**src/rtl/rv_ctrl_pkg.sv**
```systemverilog
// Shared definitions for the multi-cycle RV32I control path: FSM states,
// opcodes, ALU operation classes and ALU B-operand selects.
package rv_ctrl_pkg;

  typedef enum logic [3:0] {
    S_IDLE      = 4'd0,
    S_FETCH     = 4'd1,
    S_DECODE    = 4'd2,
    S_MEM_ADDR  = 4'd3,
    S_MEM_READ  = 4'd4,
    S_MEM_WB    = 4'd5,
    S_MEM_WRITE = 4'd6,
    S_EXEC_R    = 4'd7,
    S_ALU_WB    = 4'd8,
    S_BRANCH    = 4'd9,
    S_TRAP      = 4'd10
  } state_t;

  localparam logic [6:0] OP_LOAD   = 7'b0000011;
  localparam logic [6:0] OP_STORE  = 7'b0100011;
  localparam logic [6:0] OP_RTYPE  = 7'b0110011;
  localparam logic [6:0] OP_BRANCH = 7'b1100011;

  localparam logic [1:0] ALUOP_ADD   = 2'b00;
  localparam logic [1:0] ALUOP_BR    = 2'b01;
  localparam logic [1:0] ALUOP_FUNCT = 2'b10;

  localparam logic [1:0] SRCB_REG  = 2'b00;
  localparam logic [1:0] SRCB_FOUR = 2'b01;
  localparam logic [1:0] SRCB_IMM  = 2'b10;
  localparam logic [1:0] SRCB_BOFF = 2'b11;

endpackage

```
**src/rtl/multicycle_control_retire_counter.sv**
```systemverilog
// Wrapping retired-instruction counter with an increment enable.
module retire_counter #(
  parameter int unsigned CNT_W = 32
) (
  input  logic             clk,
  input  logic             rst_n,
  input  logic             inc,
  output logic [CNT_W-1:0] count
);

  always_ff @(posedge clk or negedge rst_n) begin
    if (!rst_n)   count <= '0;
    else if (inc) count <= count + CNT_W'(1);
  end

endmodule

```
**src/rtl/multicycle_control.sv**
```systemverilog
// Main control FSM of the multi-cycle RV32I core (lw, sw, R-type, beq)
// sharing one ALU and one unified memory port.
module multicycle_control
  import rv_ctrl_pkg::*;
#(
  parameter int unsigned CNT_W = 32
) (
  input  logic             clk,
  input  logic             rst_n,
  input  logic             run,
  input  logic [6:0]       opcode,
  input  logic             zero,
  input  logic             mem_ready,
  output logic             mem_req,
  output logic             mem_we,
  output logic             iord,
  output logic             ir_write,
  output logic             pc_write,
  output logic             pc_src,
  output logic             alu_src_a,
  output logic [1:0]       alu_src_b,
  output logic [1:0]       alu_op,
  output logic             reg_write,
  output logic             mem_to_reg,
  output logic             illegal,
  output logic [3:0]       state_o,
  output logic [CNT_W-1:0] instret
);

  state_t state, state_nxt;
  logic   retire;

  always_ff @(posedge clk or negedge rst_n) begin
    if (!rst_n) state <= S_IDLE;
    else        state <= state_nxt;
  end

  always_comb begin
    state_nxt  = state;
    retire     = 1'b0;
    mem_req    = 1'b0;
    mem_we     = 1'b0;
    iord       = 1'b0;
    ir_write   = 1'b0;
    pc_write   = 1'b0;
    pc_src     = 1'b0;
    alu_src_a  = 1'b0;
    alu_src_b  = SRCB_REG;
    alu_op     = ALUOP_ADD;
    reg_write  = 1'b0;
    mem_to_reg = 1'b0;
    illegal    = 1'b0;

    case (state)
      S_IDLE: if (run) state_nxt = S_FETCH;
      S_FETCH: begin
        mem_req   = 1'b1;
        alu_src_b = SRCB_FOUR;
        if (mem_ready) begin
          ir_write  = 1'b1;
          pc_write  = 1'b1;
          state_nxt = S_DECODE;
        end
      end
      S_DECODE: begin
        alu_src_b = SRCB_BOFF;
        case (opcode)
          OP_LOAD, OP_STORE: state_nxt = S_MEM_ADDR;
          OP_RTYPE:          state_nxt = S_EXEC_R;
          OP_BRANCH:         state_nxt = S_BRANCH;
          default:           state_nxt = S_TRAP;
        endcase
      end
      S_MEM_ADDR: begin
        alu_src_a = 1'b1;
        alu_src_b = SRCB_IMM;
        state_nxt = (opcode == OP_LOAD) ? S_MEM_READ : S_MEM_WRITE;
      end
      S_MEM_READ: begin
        mem_req = 1'b1;
        iord    = 1'b1;
        if (mem_ready) state_nxt = S_MEM_WB;
      end
      S_MEM_WB: begin
        reg_write  = 1'b1;
        mem_to_reg = 1'b1;
        retire     = 1'b1;
      end
      S_MEM_WRITE: begin
        mem_req = 1'b1;
        mem_we  = 1'b1;
        iord    = 1'b1;
        retire  = mem_ready;
      end
      S_EXEC_R: begin
        alu_src_a = 1'b1;
        alu_op    = ALUOP_FUNCT;
        state_nxt = S_ALU_WB;
      end
      S_ALU_WB: begin
        reg_write = 1'b1;
        retire    = 1'b1;
      end
      S_BRANCH: begin
        alu_src_a = 1'b1;
        alu_op    = ALUOP_BR;
        pc_src    = 1'b1;
        pc_write  = zero;
        retire    = 1'b1;
      end
      S_TRAP:  illegal = 1'b1;
      default: state_nxt = S_IDLE;
    endcase

    // every retire path shares the same run-gated return to FETCH or IDLE
    if (retire) state_nxt = run ? S_FETCH : S_IDLE;
  end

  assign state_o = state;

  retire_counter #(.CNT_W(CNT_W)) u_retire (
    .clk   (clk),
    .rst_n (rst_n),
    .inc   (retire),
    .count (instret)
  );

endmodule

```
**config.mk**
```make
export PLATFORM = sky130hd
export DESIGN_NAME = multicycle_control
export DESIGN_NICKNAME = d
export VERILOG_FILES = /design/src/rtl/rv_ctrl_pkg.sv /design/src/rtl/multicycle_control_retire_counter.sv /design/src/rtl/multicycle_control.sv
export SDC_FILE = /design/constraint.sdc
export NUM_CORES = 1
export LEC_CHECK = 0
export ABC_AREA = 0
export ABC_CLOCK_PERIOD_IN_PS = 5250
export BUFFER_PORTS_ARGS = -buffer_cell sky130_fd_sc_hd__buf_4
export CAP_MARGIN = 0
export CORE_UTILIZATION = 35
export DETAILED_ROUTE_END_ITERATION = 16
export GPL_TIMING_DRIVEN = 0
export PLACE_DENSITY_LB_ADDON = 0.08
export SLEW_MARGIN = 20
export SYNTH_ARGS = -nofsm -noshare
export SYNTH_HDL_FRONTEND = slang
export SYNTH_SLANG_ARGS = --single-unit
```
**constraint.sdc**
```tcl
create_clock -name clk -period 5.25 [get_ports clk]
set_input_delay 0.2625 -clock clk [delete_from_list [all_inputs] [get_ports clk]]
set_output_delay 0.2625 -clock clk [all_outputs]
set_load 0.01 [all_outputs]
```
==> flow_summary.toml <==
[sta]
period_minus_slack_ns = 2.11
setup-tns-final_ns = 0
tightest_slew_ns = 0.577
setup_violations = 0
hold_viol = 0
max_freq_mhz = 473
finClkSkew_ns = 0.00514
maxSlewHeadroom_pct = 61.5
rsz0062_at_grt = "false"
maxSlewViolCount = 0
period_share_pct = 40.3

[run_status]
status = "completed"

[yosys]
yosys_register_bits = 36
synthesis.nets = 213
yosys.area.top_type = "dfrtp_1"
async_flop_share_pct = 100
ys_warn_count = 0
synth_seq_area_share_pct = 45.1
netlist_instances = 200
synth.distinct_cells = 43
netlist_top_cells_area = "dfrtp_1 45%, xnor2_1 7.5%, xor2_1 6.1%"
synth_edf_count = 0
synthesis.area_sq_um = 2000
synth_ff_type = "dfrtp_1"
syn_area_per_cell_sq_um = 9.98
synth_top_area_share_pct = 45.1

[clock_network]
ctsResizeCount = 0
htreeDepth = 2
postCtsSetupBuffers = 0
root_buffer = "clkbuf_8"
clk_latency_ns = 0.28
cts_buffer_depth = 2
clk_pin_slew_worst_paths_ns = 0.07
clock-sinks = 36
hold_buffers = 1
cts_tree = "yes"
numCtsBuffers = 5

[worst_setup_path]
crit_path_start = "state_o[3]"
start_kind = "flip-flop"
cp_max_fo = 10
regToRegEndpoint = "u_retire.count[5]"
crit_end = "pc_write"
worstPathArrival_ns = 1.85
crit_required_ns = 4.99
critPathKind = "reg2out"
r2r_slack_ns = 3.24
cp-end-kind = "output port"
worst-r2r-cell-count = 6
rr_startpoint = "state_o[1]"

[placed_design]
portBuffers = 61
routabilityCongestion = 0.832
place_inst = 333
placedInstanceArea_sq_um = 2540
dp_hpwl_um = 3350

[routing]
ant_nets = 0
drt-total-wl_um = 4490
vias = 1690
first_pass_iters = 4
wl_per_cell_um = 13.1
drt_iter0_drc = 64
drc = 0
via_per_inst = 4.94

[finish]
num-fill-cells = 544
postLayoutCellArea_sq_um = 2650
drive_above_1_share_pct = 31.1
seq_area_sq_um = 901
area_growth_syn_to_layout_pct = 32.5
antennaDiodeCount = 0
multiInputGateArea_sq_um = 1030
instances_no_fill = 342
nets = 282

[floorplanning]
fp.dieW_um = 77.5
initial_core_util_pct = 36.3
core_area_sq_um = 5510
io_pins = 62
die_area_sq_um = 6010
die_y_um = 77.5
num_rows = 27

[global_routing]
grt_pass1_wl_um = 7600
grt.overflow.total = 0
track_usage_pct = 16.1
grt_start_max_net_pins = 37
antenna_found_initial = 0
grt_pass1_vias = 1610

[worst_hold_path]
hold_class = "in2reg"

[power]
p_total_w = 0.00103
power.density_nw_per_um2 = 388
ir_worst_vdd_v = 0.000264
cellLeakagePower_nw = 1.33

[flow_run]
drv_cap = 0
## state kept, by name, indices dropped and copies added, names as in the netlist
name,flops
u_retire.count,32
state_o,4
## report_power, final
group	leakage, nW	internal, W	switching, W	total (W)
clock	0.0455	0.000107	0.0000929	0.000200
sequential	0.471	0.000312	0.0000433	0.000355
combinational	0.809	0.000212	0.000258	0.000470
total	1.33	0.000631	0.000394	0.00103
## how the worst min path moves through the flow
stage	start	endpoint	slack, ns	depth (start not counted)
after floorplan	rst_n	state_o[0]	-0.03	0
after global placement	rst_n	u_retire.count[18]	0.26	1
after detailed placement	rst_n	u_retire.count[16]	0.26	1
after CTS	run	state_o[0]	0.30	3
after global routing	run	state_o[0]	0.31	3
final	run	state_o[0]	0.31	3
## synthesized netlist by cell type (2+ instances only)
cell type and number:
nand4_1 5, dfrtp_1 36, nor3_1 12, nor2_1 19, clkbuf_1 3, nor4_2 3, inv_1 7, nor2b_1 3
o31ai_1 2, a21oi_1 7, nor4_1 2, nand3_1 11, xnor2_1 17, nand2b_1 2, and3_1 9, xor2_1 14
nand2_1 19, nor4_4 3, o21a_1 2
## stage by stage
step	hold slack, ns	utilization (%)	worst slack, ns
3_5_place_dp	0.258	46.2	3.24
2_1_floorplan	-0.0331	-	3.38
4_1_cts	0.298	48.0	3.14
5_1_grt	0.308	48.0	2.97
3_3_place_gp	0.256	46.2	3.26
6_report	0.308	48.0	3.14
## cells in the final DEF, fill, tap and decap left out, drive strengths merged, types with 2 or more instances in the layout
master	synthesis	layout
nor3	12	12
nand3	11	11
nor3b	2	2
and3	9	9
clkbuf	4	12
nand4	7	7
o21a	2	2
inv	7	7
nand2	19	19
buf	3	64
nand2b	2	2
o31ai	2	2
xor2	14	14
nor4	8	8
nor2b	3	3
nor2	19	19
xnor2	17	17
dfrtp	36	36
a21oi	7	7
## cell type report
class	instances	area share, %
plain buffers	7	1.37
clock buffers	8	3.41
inverters	8	1.14
multi-input cells	149	38.9
flip-flops and latches	36	34.1
well taps	72	3.41
repair buffers	62	17.7
## kinds of logic after synthesis
group / Yosys count / share of synthesized area (%)
DFF: 36 / 45.1
AOI/OAI and AO/OA: 22 / 8.21
adders and majority gates: 1 / 0.626
buffers and inverters: 15 / 3.32
and+or+nand+nor: 95 / 29.1
xor gates and xnor gates: 31 / 13.6
## critical path, stage by stage (launching register included)
cell      delay, ns
dfrtp_1        0.49
clkbuf_1       0.40
nand2b_1       0.18
nor3_1         0.23
a21o_1         0.16
buf_4          0.11
## layer usage
layer | global-route usage (%) | up-vias | routed length (um) | part of all wire, %
met1 | 21.7 | 806 | 2140 | 48
li1 | - | 839 | - | -
met4 | 6.79 | 0 | 65 | 1.4
met3 | 3.18 | 6 | 157 | 3.5
met5 | 0 | - | 0 | 0
met2 | 25.0 | 39 | 2120 | 47
(Power assumes the default switching activity.)
